## src/rtl/ifid_pipe_if.sv

```systemverilog
// IF/ID handshake bundle: fetch-side inputs, decode-side outputs and pipeline control.
// The master drives fetch/control signals; the slave is the pipeline register itself.
interface ifid_pipe_if #(
  parameter int PC_WIDTH   = 64,
  parameter int INST_WIDTH = 32
);
  logic [PC_WIDTH-1:0]   pc;
  logic [INST_WIDTH-1:0] inst;
  logic                  hit;
  logic                  in_valid;
  logic                  in_ready;
  logic                  flush;
  logic                  stall;
  logic                  out_ready;
  logic                  out_valid;
  logic [PC_WIDTH-1:0]   pcOut;
  logic [INST_WIDTH-1:0] instOut;
  logic                  hitOut;
  logic [1:0]            occupancy;

  modport master (
    output pc, inst, hit, in_valid, flush, stall, out_ready,
    input  in_ready, out_valid, pcOut, instOut, hitOut, occupancy
  );

  modport slave (
    input  pc, inst, hit, in_valid, flush, stall, out_ready,
    output in_ready, out_valid, pcOut, instOut, hitOut, occupancy
  );
endinterface

```

## src/rtl/ifid_pipe_reg.sv

```systemverilog
// IF/ID pipeline register with stall, flush-to-NOP and a 2-entry skid buffer.
// The main entry drives decode; the skid entry absorbs one word so in_ready is registered.
module ifid_pipe_reg #(
  parameter int                    PC_WIDTH   = 64,
  parameter int                    INST_WIDTH = 32,
  parameter logic [INST_WIDTH-1:0] NOP_INST   = INST_WIDTH'(32'hD503201F)
) (
  input  logic          clk,
  input  logic          rst,
  ifid_pipe_if.slave    bus
);

  logic                  r_main_valid;
  logic [PC_WIDTH-1:0]   r_main_pc;
  logic [INST_WIDTH-1:0] r_main_inst;
  logic                  r_main_hit;

  logic                  r_skid_valid;
  logic [PC_WIDTH-1:0]   r_skid_pc;
  logic [INST_WIDTH-1:0] r_skid_inst;
  logic                  r_skid_hit;

  logic                  r_in_ready;

  logic                  w_in_fire;
  logic                  w_out_take;
  logic                  w_out_fire;

  // A stall looks exactly like decode deasserting out_ready.
  assign w_out_take = bus.stall ? 1'b0 : bus.out_ready;
  assign w_out_fire = r_main_valid & w_out_take;
  assign w_in_fire  = bus.in_valid & r_in_ready;

  // Main-entry control and data.
  always_ff @(posedge clk) begin
    // NOTE: sequential state uses non-blocking assignments only, so every
    // register samples pre-edge values regardless of statement order.
    if (rst) begin
      r_main_valid <= 1'b0;
      r_main_pc    <= '0;
      r_main_inst  <= NOP_INST;
      r_main_hit   <= 1'b0;
    end else if (bus.flush) begin
      r_main_valid <= 1'b0;
      r_main_pc    <= '0;
      r_main_inst  <= NOP_INST;
      r_main_hit   <= 1'b0;
    end else if (!r_main_valid) begin
      if (w_in_fire) begin
        r_main_valid <= 1'b1;
        r_main_pc    <= bus.pc;
        r_main_inst  <= bus.inst;
        r_main_hit   <= bus.hit;
      end
    end else if (w_out_fire) begin
      if (r_skid_valid) begin
        r_main_pc    <= r_skid_pc;
        r_main_inst  <= r_skid_inst;
        r_main_hit   <= r_skid_hit;
      end else if (w_in_fire) begin
        r_main_pc    <= bus.pc;
        r_main_inst  <= bus.inst;
        r_main_hit   <= bus.hit;
      end else begin
        // Drained: data outputs keep showing the last word.
        r_main_valid <= 1'b0;
      end
    end
  end

  // Skid-entry valid and registered in_ready; in_ready always mirrors !skid_valid.
  always_ff @(posedge clk) begin
    if (rst || bus.flush) begin
      r_skid_valid <= 1'b0;
      r_in_ready   <= 1'b1;
    end else if (r_main_valid && w_out_fire && r_skid_valid) begin
      r_skid_valid <= 1'b0;
      r_in_ready   <= 1'b1;
    end else if (r_main_valid && !w_out_fire && w_in_fire) begin
      r_skid_valid <= 1'b1;
      r_in_ready   <= 1'b0;
    end
  end

  // NOTE: skid data needs no reset; it is only ever observed while r_skid_valid is set.
  always_ff @(posedge clk) begin
    if (!rst && !bus.flush && r_main_valid && !w_out_fire && w_in_fire) begin
      r_skid_pc   <= bus.pc;
      r_skid_inst <= bus.inst;
      r_skid_hit  <= bus.hit;
    end
  end

  assign bus.in_ready  = r_in_ready;
  assign bus.out_valid = r_main_valid;
  assign bus.pcOut     = r_main_pc;
  assign bus.instOut   = r_main_inst;
  assign bus.hitOut    = r_main_hit;
  assign bus.occupancy = {1'b0, r_main_valid} + {1'b0, r_skid_valid};

endmodule

```

## src/flat_wrapper.sv

```systemverilog
// flat-port wrapper written by rule: the top's interface ports become plain ports
module ifid_pipe_reg_flat 
#(
  parameter int                    PC_WIDTH   = 64,
  parameter int                    INST_WIDTH = 32,
  parameter logic [INST_WIDTH-1:0] NOP_INST   = INST_WIDTH'(32'hD503201F)
)
  (clk, rst, bus_pc, bus_inst, bus_hit, bus_in_valid, bus_flush, bus_stall, bus_out_ready, bus_in_ready, bus_out_valid, bus_pcOut, bus_instOut, bus_hitOut, bus_occupancy);
  ifid_pipe_if #(.PC_WIDTH(PC_WIDTH), .INST_WIDTH(INST_WIDTH)) bus_i ();
  input  logic clk;
  input  logic rst;
  input wire logic [$bits(bus_i.pc)-1:0] bus_pc;
  input wire logic [$bits(bus_i.inst)-1:0] bus_inst;
  input wire logic [$bits(bus_i.hit)-1:0] bus_hit;
  input wire logic [$bits(bus_i.in_valid)-1:0] bus_in_valid;
  input wire logic [$bits(bus_i.flush)-1:0] bus_flush;
  input wire logic [$bits(bus_i.stall)-1:0] bus_stall;
  input wire logic [$bits(bus_i.out_ready)-1:0] bus_out_ready;
  output wire logic [$bits(bus_i.in_ready)-1:0] bus_in_ready;
  output wire logic [$bits(bus_i.out_valid)-1:0] bus_out_valid;
  output wire logic [$bits(bus_i.pcOut)-1:0] bus_pcOut;
  output wire logic [$bits(bus_i.instOut)-1:0] bus_instOut;
  output wire logic [$bits(bus_i.hitOut)-1:0] bus_hitOut;
  output wire logic [$bits(bus_i.occupancy)-1:0] bus_occupancy;
  assign bus_i.pc = bus_pc;
  assign bus_i.inst = bus_inst;
  assign bus_i.hit = bus_hit;
  assign bus_i.in_valid = bus_in_valid;
  assign bus_i.flush = bus_flush;
  assign bus_i.stall = bus_stall;
  assign bus_i.out_ready = bus_out_ready;
  assign bus_in_ready = bus_i.in_ready;
  assign bus_out_valid = bus_i.out_valid;
  assign bus_pcOut = bus_i.pcOut;
  assign bus_instOut = bus_i.instOut;
  assign bus_hitOut = bus_i.hitOut;
  assign bus_occupancy = bus_i.occupancy;
  ifid_pipe_reg #(.PC_WIDTH(PC_WIDTH), .INST_WIDTH(INST_WIDTH), .NOP_INST(NOP_INST)) u_core (.clk(clk), .rst(rst), .bus(bus_i));
endmodule
```

## config.mk

```make
export PLATFORM = sky130hd
export DESIGN_NAME = ifid_pipe_reg_flat
export DESIGN_NICKNAME = d
export VERILOG_FILES = /design/src/rtl/ifid_pipe_if.sv /design/src/rtl/ifid_pipe_reg.sv /design/src/flat_wrapper.sv
export SDC_FILE = /design/constraint.sdc
export NUM_CORES = 1
export LEC_CHECK = 0
export CAP_MARGIN = 10
export CORE_ASPECT_RATIO = 1.5
export CORE_MARGIN = 5
export CORE_UTILIZATION = 50
export DETAILED_ROUTE_END_ITERATION = 7
export MAX_ROUTING_LAYER = met4
export PLACE_DENSITY = 0.84
export SLEW_MARGIN = 20
export SYNTH_ARGS = -nofsm -noshare
export SYNTH_HDL_FRONTEND = slang
export SYNTH_SLANG_ARGS = --single-unit
export TNS_END_PERCENT = 30
```

## constraint.sdc

```tcl
create_clock -name clk -period 11 [get_ports clk]
set_input_delay 1.65 -clock clk [delete_from_list [all_inputs] [get_ports clk]]
set_output_delay 1.65 -clock clk [all_outputs]
set_load 0.02 [all_outputs]
```

==> results.py <==
metrics = {
    "clock_network": {
        "h_tree_lvl_count": 4,
        "cts_inserted_buffers": 17,
        "cts.repair.resized": 0,
        "cts_root_buf": "sky130_fd_sc_hd__clkbuf_16",
        "hold_buffers": 0,
        "clk-insertion-delay-late_ns": 0.43,
        "post-cts-setup-buffers": 0,
        "cts_tree": "done",
        "ctsLongestPathBuffers": 2,
        "path_clk_slew_ns": 0.07,
        "clkSinkCount": 197,
    },
    "timing": {
        "finalHoldViolations": 0,
        "worst_hold_slack_ns": 0.488,
        "final_min_period_over_clock_period_pct": 38.7,
        "post_route_setup_tns_ns": 0,
        "fmaxAchievable_mhz": 235,
        "drv_slew": 0,
        "rsz0062_at_grt": "false",
        "final-setup-viol-count": 0,
        "final.setup.worst_slack_ns": 6.74,
        "transition_time_of_the_tightest_slew_check_pin_ns": 1.07,
        "slew_headroom_pct": 28.4,
        "period_minus_slack_ns": 4.26,
        "final.setup_skew_ns": 0.0108,
    },
    "floorplanning": {
        "core_outline_area_sq_um": 18400,
        "die_w_um": 121,
        "initial_utilization_pct": 50.3,
        "ios": 204,
        "die_y_um": 177,
        "fp.dieArea_sq_um": 21400,
        "std_cell_rows": 61,
    },
    "grt": {
        "grt_antenna_before_repair": 2,
        "grt_start_max_net_pins": 103,
        "globalRoute.totalOverflow": 0,
        "grt_pass1_vias": 6674,
        "grt_use_total_pct": 22.3,
        "grt_first_pass_wirelength_mm": 36.7,
    },
    "critical_path": {
        "path_class": "in2reg",
        "crit_path_max_fanout": 47,
        "timing.critical_path.to_type": "flip-flop",
        "timing.critical_path.arrival_ns": 4.57,
        "cp-start-kind": "input port",
        "required_ns": 11.31,
    },
    "detailed_routing": {
        "routed-via-count": 6676,
        "length_of_the_first_detailed_routing_pass_in_iterations": 5,
        "dr_drc_count": 0,
        "detailed_route_wire_length_per_cell_um": 21.2,
        "routed_via_density": 6.03,
        "violation_count_after_the_first_detailed_routing_iteration": 657,
        "total_wirelength_of_the_detailed_routed_design_mm": 23.5,
        "residual_antenna_violating_net_count_after_detailed_routing": 0,
    },
    "placement": {
        "hpwl_reported_at_the_end_of_detailed_placement_mm": 14.6,
        "place_ws_ns": 6.36,
        "portBuffers": 203,
        "gpl.final_weighted_congestion": 0.813,
        "placed_cells": 1072,
    },
    "logic_synthesis": {
        "synthesis.area_sq_um": 9250,
        "yosysUniqueCellTypes": 29,
        "synthesis.nets": 807,
        "yosysWarningCount": 0,
        "synth.yosys.seq_area_share_pct": 53.1,
        "syn_area_cell_sq_um": 13.2,
        "synthesized_instance_count": 703,
        "synth_seq_cells": 197,
    },
    "cells_and_area": {
        "syn2layout_area_growth_pct": 26.9,
        "layout.cells.non_filler": 1107,
        "fin_nets": 943,
        "layout.core_utilization_pct": 63.8,
        "final_layout_size_suffix_gt1_share_pct": 24.3,
    },
    "min_path": {
        "worst_hold_path_type": "reg2reg",
    },
    "job": {
        "maxCapViolCount": 0,
    },
    "outcome": {
        "run_status": "finished clean",
    },
    "power": {
        "cellLeakagePower_uw": 0.00474,
        "pwr_density_cell_nw_per_um2": 138,
        "worst_ir_drop_vdd_uv": 109,
    },
}
[per-layer routing]
layer  track usage (%)  up-vias  wire (um)
met5                 -        -          0
met4              7.47        0        539
met3              3.94       28       1190
met2              36.6      207      12000
met1              27.9     3326       9760
li1                  -     3115          -
[stage by stage]
stage | cell area [sq um] | total power, uW
after floorplan | 9250 | 950
after global placement | 11200 | 1040
after detailed placement | 11200 | 1040
after CTS | 11700 | 1640
after global routing | 11700 | 1680
final | 11700 | 1620
[area by class of cell]
cell class,instances,area (sq um)
Multi-Input combinational cell,407,3800
Tap cell,252,315
Clock inverter,13,125
Fill cell,1444,6650
Sequential cell,197,4920
Clock buffer,19,443
Timing Repair Buffer,214,2110
Inverter,2,10.0
Antenna cell,3,7.51
[power by group]
part	internal, uW	switching (uW)	total (uW)
clock network	321	275	596
logic	111	109	220
registers	788	18.0	806
total	1220	402	1620
[final timing paths]
path / from / endpoint / slack, ns / cells after the start
worst max-delay path: bus_in_valid / u_core.bus.instOut[13] / 6.74 / 5
worst min-delay path: u_core.bus.instOut[31] / u_core.bus.instOut[31] / 0.49 / 1
worst max register to register: u_core.bus.out_valid / u_core.bus.instOut[13] / 6.79 / 5
worst min register to register: u_core.bus.instOut[31] / u_core.bus.instOut[31] / 0.49 / 1
[registers in the layout (all words and copies together) (netlist names)]
name and count:
u_core.bus.in_ready 1, u_core.r_skid_hit 1, u_core.r_skid_pc 64, u_core.r_skid_inst 32, u_core.r_skid_valid 1, u_core.bus.instOut 32
u_core.bus.pcOut 64, u_core.bus.hitOut 1, u_core.bus.out_valid 1
[cell usage after synthesis]
cell type                     n  area, sq um
sky130_fd_sc_hd__nor3_1       1         5.00
sky130_fd_sc_hd__ha_1         1         12.5
sky130_fd_sc_hd__a211o_1     13          114
sky130_fd_sc_hd__o21ai_0      2         10.0
sky130_fd_sc_hd__nand3_1     98          490
sky130_fd_sc_hd__a22oi_4      1         21.3
sky130_fd_sc_hd__o21ai_1      1         5.00
sky130_fd_sc_hd__o2111ai_2   60          901
sky130_fd_sc_hd__clkbuf_1    26         97.6
sky130_fd_sc_hd__a221oi_1    14          123
sky130_fd_sc_hd__inv_2        1         3.75
sky130_fd_sc_hd__nor2_1       1         3.75
sky130_fd_sc_hd__nor2b_1      1         6.26
sky130_fd_sc_hd__edfxtp_1    97         2910
sky130_fd_sc_hd__buf_2       50          250
sky130_fd_sc_hd__dfxtp_1    100         2000
sky130_fd_sc_hd__o211a_1     84          841
sky130_fd_sc_hd__nand2_1      2         7.51
sky130_fd_sc_hd__buf_1        2         7.51
sky130_fd_sc_hd__or2_2        1         6.26
sky130_fd_sc_hd__nand2b_1     1         6.26
sky130_fd_sc_hd__o2111ai_1   24          210
sky130_fd_sc_hd__inv_1        1         3.75
sky130_fd_sc_hd__a21oi_2      1         8.76
sky130_fd_sc_hd__a22o_4       1         17.5
sky130_fd_sc_hd__a21bo_2     97          971
sky130_fd_sc_hd__a21oi_1      3         15.0
sky130_fd_sc_hd__buf_4        4         30.0
sky130_fd_sc_hd__buf_6       15          169
[cell families after synthesis]
group | synth area share, %
AO/OA/AOI/OAI | 35.0
buffers and inverters | 6.07
flip-flops | 53.1
adder cells (fa/ha/maj) | 0.135
AND/OR/NAND/NOR | 5.68
[critical path: stages]
cell                              delay [ns]
sky130_fd_sc_hd__clkdlybuf4s50_1        0.61
sky130_fd_sc_hd__a22o_4                 0.59
sky130_fd_sc_hd__buf_4                  0.68
sky130_fd_sc_hd__o21ai_1                0.52
sky130_fd_sc_hd__a211o_1                0.42
[cells in the final DEF (no fill, tap or decap), types with 2 or more instances in the layout]
cell type                         netlist  routed
sky130_fd_sc_hd__clkbuf_16              0      17
sky130_fd_sc_hd__o211a_1               84      84
sky130_fd_sc_hd__o2111ai_1             24      24
sky130_fd_sc_hd__a211o_1               13      13
sky130_fd_sc_hd__nand3_1               98      98
sky130_fd_sc_hd__a21bo_2               97      97
sky130_fd_sc_hd__o21ai_0                2       2
sky130_fd_sc_hd__clkinv_4               0       3
sky130_fd_sc_hd__o2111ai_2             60      60
sky130_fd_sc_hd__buf_4                  4      11
sky130_fd_sc_hd__clkdlybuf4s50_1        0     203
sky130_fd_sc_hd__nand2_1                2       2
sky130_fd_sc_hd__dfxtp_1              100      98
sky130_fd_sc_hd__a21oi_1                3       3
sky130_fd_sc_hd__clkinv_1               0       2
sky130_fd_sc_hd__diode_2                0       3
sky130_fd_sc_hd__clkinvlp_4             0       4
sky130_fd_sc_hd__a221oi_1              14      14
sky130_fd_sc_hd__dfxtp_4                0       2
sky130_fd_sc_hd__edfxtp_1              97      97
sky130_fd_sc_hd__inv_8                  0       2
(Power assumes the default switching activity.)
